File: src/rtl/nx_fifo_pkg.sv
// nx_fifo_pkg
//   Shared definitions for the nx_fifo family.
//   - nx_clog2: ceil(log2(value)) for sizing pointers and slot counts.
//   - nx_fifo_status_t: registered status bundle (empty/full/afull/aempty/
//     overflow/underflow), also intended for the multi-channel FIFO.
//   - NX_FIFO_STATUS_RST: value the status bundle takes in reset.
package nx_fifo_pkg;

  function automatic int nx_clog2(input int value);
    int r;
    r = 0;
    for (int i = 0; i < 31; i++) begin
      if ((1 << i) < value) r = i + 1;
    end
    return r;
  endfunction

  typedef struct packed {
    logic empty;
    logic full;
    logic afull;
    logic aempty;
    logic overflow;
    logic underflow;
  } nx_fifo_status_t;

  localparam nx_fifo_status_t NX_FIFO_STATUS_RST = '{
    empty:     1'b1,
    full:      1'b0,
    afull:     1'b0,
    aempty:    1'b1,
    overflow:  1'b0,
    underflow: 1'b0
  };

endpackage

File: src/rtl/nx_fifo_thresh_ctrl.sv
// nx_fifo_thresh_ctrl
//   Bookkeeping for nx_fifo_thresh: read/write pointers with wrap at
//   DEPTH-1, occupancy count, registered status flags and error pulses.
//   Ports:
//     clk, rst                 clock, async active-high reset
//     wen, ren, clear          raw requests from the FIFO user
//     oreg_valid               output register currently holds the head
//     oreg_valid_nxt           output register valid for the next cycle
//     pf_load                  head of the array moves to the output register
//     rptr, wptr               array read/write pointers
//     wr_accept, rd_accept     this cycle's write/read are performed
//     arr_nonempty             the array (excluding output register) has data
//     used_slots, free_slots   registered occupancy counts
//     status                   registered status bundle
module nx_fifo_thresh_ctrl
  import nx_fifo_pkg::*;
#(
  parameter int DEPTH         = 8,
  parameter int AFULL_THRESH  = DEPTH - 1,
  parameter int AEMPTY_THRESH = 1,
  parameter int OUT_REG       = 0,
  parameter int CW            = nx_clog2(DEPTH + 1),
  parameter int PW            = nx_clog2(DEPTH)
) (
  input  logic            clk,
  input  logic            rst,
  input  logic            wen,
  input  logic            ren,
  input  logic            clear,
  input  logic            oreg_valid,
  input  logic            oreg_valid_nxt,
  input  logic            pf_load,
  output logic [PW-1:0]   rptr,
  output logic [PW-1:0]   wptr,
  output logic            wr_accept,
  output logic            rd_accept,
  output logic            arr_nonempty,
  output logic [CW-1:0]   used_slots,
  output logic [CW-1:0]   free_slots,
  output nx_fifo_status_t status
);

  localparam logic [CW-1:0] DEPTH_C   = CW'(DEPTH);
  localparam logic [CW-1:0] AFULL_C   = CW'(AFULL_THRESH);
  localparam logic [CW-1:0] AEMPTY_C  = CW'(AEMPTY_THRESH);
  localparam logic [PW-1:0] PTR_LAST  = PW'(DEPTH - 1);

  logic [PW-1:0]   rptr_q, rptr_d;
  logic [PW-1:0]   wptr_q, wptr_d;
  logic [CW-1:0]   cnt_q, cnt_d;
  logic [CW-1:0]   free_q, free_d;
  nx_fifo_status_t st_q, st_d;
  logic            arr_pop;

  // Explicit compare-and-reset wrap so DEPTH need not be a power of two.
  function automatic logic [PW-1:0] ptr_inc(input logic [PW-1:0] p);
    return (p == PTR_LAST) ? '0 : p + PW'(1);
  endfunction

  always_comb begin
    rd_accept = !clear && ren && !st_q.empty;
    wr_accept = !clear && wen && (!st_q.full || rd_accept);

    // The count includes the output register, so the array alone is
    // non-empty when the count exceeds the output register's share.
    arr_nonempty = (cnt_q != CW'(oreg_valid));

    // With the output register, the array is drained by the prefetch;
    // without it, directly by the accepted read.
    arr_pop = (OUT_REG != 0) ? pf_load : rd_accept;

    cnt_d  = cnt_q;
    rptr_d = rptr_q;
    wptr_d = wptr_q;
    if (clear) begin
      cnt_d  = '0;
      rptr_d = '0;
      wptr_d = '0;
    end else begin
      cnt_d = cnt_q + CW'(wr_accept) - CW'(rd_accept);
      if (arr_pop)   rptr_d = ptr_inc(rptr_q);
      if (wr_accept) wptr_d = ptr_inc(wptr_q);
    end
    free_d = DEPTH_C - cnt_d;

    st_d           = NX_FIFO_STATUS_RST;
    st_d.empty     = (OUT_REG != 0) ? !oreg_valid_nxt : (cnt_d == '0);
    st_d.full      = (cnt_d == DEPTH_C);
    st_d.afull     = (cnt_d >= AFULL_C);
    st_d.aempty    = (cnt_d <= AEMPTY_C);
    st_d.overflow  = !clear && wen && !wr_accept;
    st_d.underflow = !clear && ren && st_q.empty;
  end

  always_ff @(posedge clk or posedge rst) begin
    if (rst) begin
      rptr_q <= '0;
      wptr_q <= '0;
      cnt_q  <= '0;
      free_q <= DEPTH_C;
      st_q   <= NX_FIFO_STATUS_RST;
    end else begin
      rptr_q <= rptr_d;
      wptr_q <= wptr_d;
      cnt_q  <= cnt_d;
      free_q <= free_d;
      st_q   <= st_d;
    end
  end

  assign rptr       = rptr_q;
  assign wptr       = wptr_q;
  assign used_slots = cnt_q;
  assign free_slots = free_q;
  assign status     = st_q;

endmodule

File: src/rtl/nx_fifo_thresh.sv
// nx_fifo_thresh
//   Synchronous FIFO with arbitrary depth, programmable almost-full /
//   almost-empty flags, optional prefetch output register and registered
//   overflow/underflow pulses.
//   Ports:
//     clk, rst        clock, async active-high reset
//     wen, ren        write / read requests
//     clear           synchronous flush (wins over wen/ren)
//     wdata           write data
//     rdata           head-of-queue data, 0 when empty
//     empty, full     no readable data / used_slots == DEPTH
//     afull, aempty   used_slots >= AFULL_THRESH / <= AEMPTY_THRESH
//     used_slots      occupied entries (array plus output register)
//     free_slots      DEPTH - used_slots
//     overflow        1-cycle pulse after a rejected write
//     underflow       1-cycle pulse after a rejected read
module nx_fifo_thresh
  import nx_fifo_pkg::*;
#(
  parameter int DEPTH         = 8,
  parameter int WIDTH         = 128,
  parameter int AFULL_THRESH  = DEPTH - 1,
  parameter int AEMPTY_THRESH = 1,
  parameter int OUT_REG       = 0,
  parameter int DATA_RESET    = 1,
  parameter int CW            = nx_clog2(DEPTH + 1)
) (
  input  logic             clk,
  input  logic             rst,
  input  logic             wen,
  input  logic             ren,
  input  logic             clear,
  input  logic [WIDTH-1:0] wdata,
  output logic [WIDTH-1:0] rdata,
  output logic             empty,
  output logic             full,
  output logic             afull,
  output logic             aempty,
  output logic [CW-1:0]    used_slots,
  output logic [CW-1:0]    free_slots,
  output logic             overflow,
  output logic             underflow
);

  localparam int PW = nx_clog2(DEPTH);

  logic [WIDTH-1:0] mem_q [DEPTH];
  logic [WIDTH-1:0] mem_d [DEPTH];
  logic [WIDTH-1:0] dout_q, dout_d;
  logic             ovalid_q, ovalid_d;
  logic             pf_load;
  logic [PW-1:0]    rptr, wptr;
  logic             wr_accept, rd_accept, arr_nonempty;
  nx_fifo_status_t  status;

  nx_fifo_thresh_ctrl #(
    .DEPTH         (DEPTH),
    .AFULL_THRESH  (AFULL_THRESH),
    .AEMPTY_THRESH (AEMPTY_THRESH),
    .OUT_REG       (OUT_REG),
    .CW            (CW),
    .PW            (PW)
  ) u_ctrl (
    .clk            (clk),
    .rst            (rst),
    .wen            (wen),
    .ren            (ren),
    .clear          (clear),
    .oreg_valid     (ovalid_q),
    .oreg_valid_nxt (ovalid_d),
    .pf_load        (pf_load),
    .rptr           (rptr),
    .wptr           (wptr),
    .wr_accept      (wr_accept),
    .rd_accept      (rd_accept),
    .arr_nonempty   (arr_nonempty),
    .used_slots     (used_slots),
    .free_slots     (free_slots),
    .status         (status)
  );

  // Prefetch: refill the output register whenever it is free or being
  // consumed this cycle. A word written this cycle is not bypassed; it
  // becomes prefetchable on the following edge.
  always_comb begin
    pf_load  = 1'b0;
    ovalid_d = 1'b0;
    if (OUT_REG != 0) begin
      pf_load = !clear && arr_nonempty && (!ovalid_q || rd_accept);
      if (clear)          ovalid_d = 1'b0;
      else if (pf_load)   ovalid_d = 1'b1;
      else if (rd_accept) ovalid_d = 1'b0;
      else                ovalid_d = ovalid_q;
    end
  end

  always_comb begin
    mem_d = mem_q;
    if (wr_accept) mem_d[wptr] = wdata;
    dout_d = pf_load ? mem_q[rptr] : dout_q;
  end

  always_comb begin
    if (status.empty)      rdata = '0;
    else if (OUT_REG != 0) rdata = dout_q;
    else                   rdata = mem_q[rptr];
  end

  always_ff @(posedge clk or posedge rst) begin
    if (rst) ovalid_q <= 1'b0;
    else     ovalid_q <= ovalid_d;
  end

  generate
    if (DATA_RESET != 0) begin : g_data_rst
      always_ff @(posedge clk or posedge rst) begin
        if (rst) begin
          for (int i = 0; i < DEPTH; i++) mem_q[i] <= '0;
          dout_q <= '0;
        end else begin
          mem_q  <= mem_d;
          dout_q <= dout_d;
        end
      end
    end else begin : g_data_norst
      always_ff @(posedge clk) begin
        mem_q  <= mem_d;
        dout_q <= dout_d;
      end
    end
  endgenerate

  assign empty     = status.empty;
  assign full      = status.full;
  assign afull     = status.afull;
  assign aempty    = status.aempty;
  assign overflow  = status.overflow;
  assign underflow = status.underflow;

endmodule
File: config.mk
export PLATFORM = sky130hd
export DESIGN_NAME = nx_fifo_thresh
export DESIGN_NICKNAME = d
export VERILOG_FILES = /design/src/rtl/nx_fifo_pkg.sv /design/src/rtl/nx_fifo_thresh_ctrl.sv /design/src/rtl/nx_fifo_thresh.sv
export SDC_FILE = /design/constraint.sdc
export NUM_CORES = 2
export LEC_CHECK = 0
export CAP_MARGIN = 20
export CELL_PAD_IN_SITES_DETAIL_PLACEMENT = 0
export CELL_PAD_IN_SITES_GLOBAL_PLACEMENT = 1
export CORE_MARGIN = 1.5
export CORE_UTILIZATION = 45
export CTS_CLUSTER_DIAMETER = 200
export DETAILED_ROUTE_END_ITERATION = 12
export GPL_TIMING_DRIVEN = 0
export PLACE_DENSITY = 0.78
export REMOVE_ABC_BUFFERS = 1
export SKIP_LAST_GASP = 1
export SLEW_MARGIN = 20
export SYNTH_ARGS = -nofsm -noshare
export SYNTH_HDL_FRONTEND = slang
export SYNTH_SLANG_ARGS = --single-unit
File: constraint.sdc
create_clock -name clk -period 93.1 [get_ports clk]
set_input_delay 9.31 -clock clk [delete_from_list [all_inputs] [get_ports clk]]
set_output_delay 9.31 -clock clk [all_outputs]
set_load 0.01 [all_outputs]
==> flow_summary.toml <==
[status]
status = "finished, final reports clean"

[floorplanning]
die_area_um2 = 106000
rows = 118
die-width_um = 326
io_pins = 275
die_h_um = 326
initial_utilization = 0.453
core_um2 = 103000

[sta]
fin_worst_skew_ns = 0.0110
max_freq_mhz = 75.4
drv_slew = 0
period_needed_ns = 13.26
timing.final.hold_violations = 0
timing.hold.ws_ns = 0.480
slew_headroom = 0.375
timing.final.crit_share = 0.142
setup_viol = 0
rsz0062_at_grt = "false"
worstMarginPinSlew_ns = 0.936
tns_ns = 0

[pwr]
cellLeakagePower_nw = 24.9
swShare = 0.278
net-switching-power_uw = 425
power.density_nw_per_um2 = 27.2
p_clk_frac = 0.289
p_comb_frac = 0.293
p_int_mw = 1.11
p_seq_frac = 0.418
vdd_drop_max_v = 0.0000278

[grt]
grt_pass1_vias = 29853
grt_overflow = 0
antenna_found_initial = 13
track_usage = 0.217
grt_max_degree = 117
grt_pass1_wl_um = 179000

[routing]
top_layer = "met5"
drtPass1Iterations = 5
antenna_left = 0
viasPerCell = 5.62
vias = 26183
wl_met1_um = 49200
drt_iter0_drc = 1435
wl_met2_um = 55600
route.met3.wl_um = 5070
wl_um = 113000
routedWlPerCell_um = 24.2
drc = 0

[synthesis]
synth-seq-cells = 1043
yosysTopAreaCell = "dfrtp_1"
yosys_warnings = 0
synth_area_leaders = "dfrtp_1 55%, mux2_2 22%, mux4_2 12%"
synthDistinctLibCells = 39
syn-cell-area_um2 = 46900
synth_top_area_frac = 0.555
synthArstFlopShare = 1.00
ys.flop_type = "dfrtp_1"
syn_inst = 2860
ys_seq_area_frac = 0.556
synth_edf_count = 0
postSynthAreaPerCell_um2 = 16.4

[cts]
path_clk_slew_ns = 0.06
holdBufCountCts = 0
cts_setup_buffers = 0
numCtsBuffers = 110
cts_tree = "built"
cts.sinks = 1043
cts.path.max_buffers = 3
htreeDepth = 3
clock_latency_ns = 0.68
cts_resized = 0
cts_root_buffer = "clkbuf_16"

[min_path]
hold_path_class = "flop to flop"
hold_start = "mem_q[132]"

[cells_and_area]
final_nets = 3329
mostFrequentLayoutCells = "1,037 x dfrtp_1, 898 x mux2_2, 274 x clkdlybuf4s50_1"
drive_gt1_frac = 0.454
final_common_cell = "dfrtp_1"
area_growth_pct = 19.9

[critical_path]
slowest_delay_ns = 0.76
critPathSlowestCell = "dfrtp_4"
worstPathArrival_ns = 3.95
crit_type = "flop to primary output"
r2r-start = "u_ctrl.status[5]"
path_buf_inv = 5
cpLargestDelayFamily = "buffers and inverters"
cp-startpoint = "u_ctrl.rptr[1]"
cp_max_fo = 38
crit_chain = "buf_12, buf_16, buf_12, buf_16, mux4_2, mux2i_1, nor2_1, clkdlybuf4s50_1"
cp.required_ns = 83.79
critPathLaunchType = "flop"
reg2reg_slack_ns = 89.35
end_kind = "primary output"

[flow_run]
cap_violations = 0

[placement]
io_buffers = 274
gp_congestion = 0.746
dp_hpwl_um = 75300
cell usage after synthesis (5+ instances only):
cell type	instances
nand2_1	7
buf_2	93
ha_1	11
buf_4	34
buf_6	19
nand2b_1	5
clkbuf_1	40
mux2i_1	129
nor2_1	135
mux2_2	898
inv_1	9
buf_1	17
mux2_1	126
mux4_2	256
dfrtp_1	1040
metal layers:
layer | vias up | track usage
met5 | - | 0
met4 | 14 | 0.0653
met3 | 190 | 0.0417
met2 | 467 | 0.357
met1 | 14249 | 0.291
li1 | 11263 | -
power groups by stage:
stage | Combinational (mW) | Sequential [mW] | Clock (mW)
floorplan | 0.297 | 0.649 | 0
global route | 0.483 | 0.656 | 0.471
detailed placement | 0.455 | 0.649 | 0
global placement | 0.444 | 0.677 | 0
CTS | 0.457 | 0.641 | 0.453
finish | 0.448 | 0.640 | 0.442
cell type report:
class | count | area (µm²)
Fill cell | 8116 | 47200
Sequential cell | 1043 | 26100
Multi-Input combinational cell | 1604 | 19700
Timing Repair Buffer | 415 | 5020
Clock buffer | 172 | 3340
Tap cell | 1380 | 1730
Clock inverter | 27 | 334
Inverter | 10 | 47.5
Antenna cell | 7 | 17.5
flip-flops by register name, indices dropped and copies added, names as in the netlist:
signal / cells
u_ctrl.used_slots: 4
u_ctrl.status: 6
u_ctrl.rptr: 3
u_ctrl.free_slots: 3
mem_q: 1024
u_ctrl.wptr: 3
kinds of logic (layout without fill, tap and decap cells):
group	count (synthesis)	count (layout)	synth area share
other cells	0	7	0
flops	1043	1043	0.556
mux	1409	1409	0.396
fa+ha+maj	12	12	0.00336
compound gates	10	10	0.00160
buf+inv	213	624	0.0253
simple gates	169	169	0.0164
xor+xnor	4	4	0.000747
final timing paths:
kind,cells past startpoint,to
setup / recovery,8,rdata[34]
hold / removal,1,mem_q[132]
setup reg to reg,12,mem_q[694]
hold reg to reg,1,mem_q[132]
max in group asynchronous,7,mem_q[323]
min in group asynchronous,2,mem_q[992]
worst register-to-register path: cells and delay by family (launching register included):
kind / cells / cell delay, ns
DFF: 1 / 0.56
AOI/OAI and AO/OA: 1 / 0.33
muxes: 1 / 0.36
buffers and inverters: 8 / 1.50
and+or+nand+nor: 2 / 0.89
metrics by stage:
stage | std cells | setup slack (ns) | util | cell area (µm²) | power, mW
after detailed placement | 4452 | 80.01 | 0.508 | 52600 | 1.10
after global placement | 4311 | 46.42 | 0.485 | 50200 | 1.12
after global routing | 4657 | 79.64 | 0.544 | 56300 | 1.61
after floorplan | 2657 | 54.44 | - | 45800 | 0.946
final | 4658 | 79.84 | 0.544 | 56300 | 1.53
after CTS | 4651 | 79.73 | 0.543 | 56200 | 1.55
(Power assumes the default switching activity.)
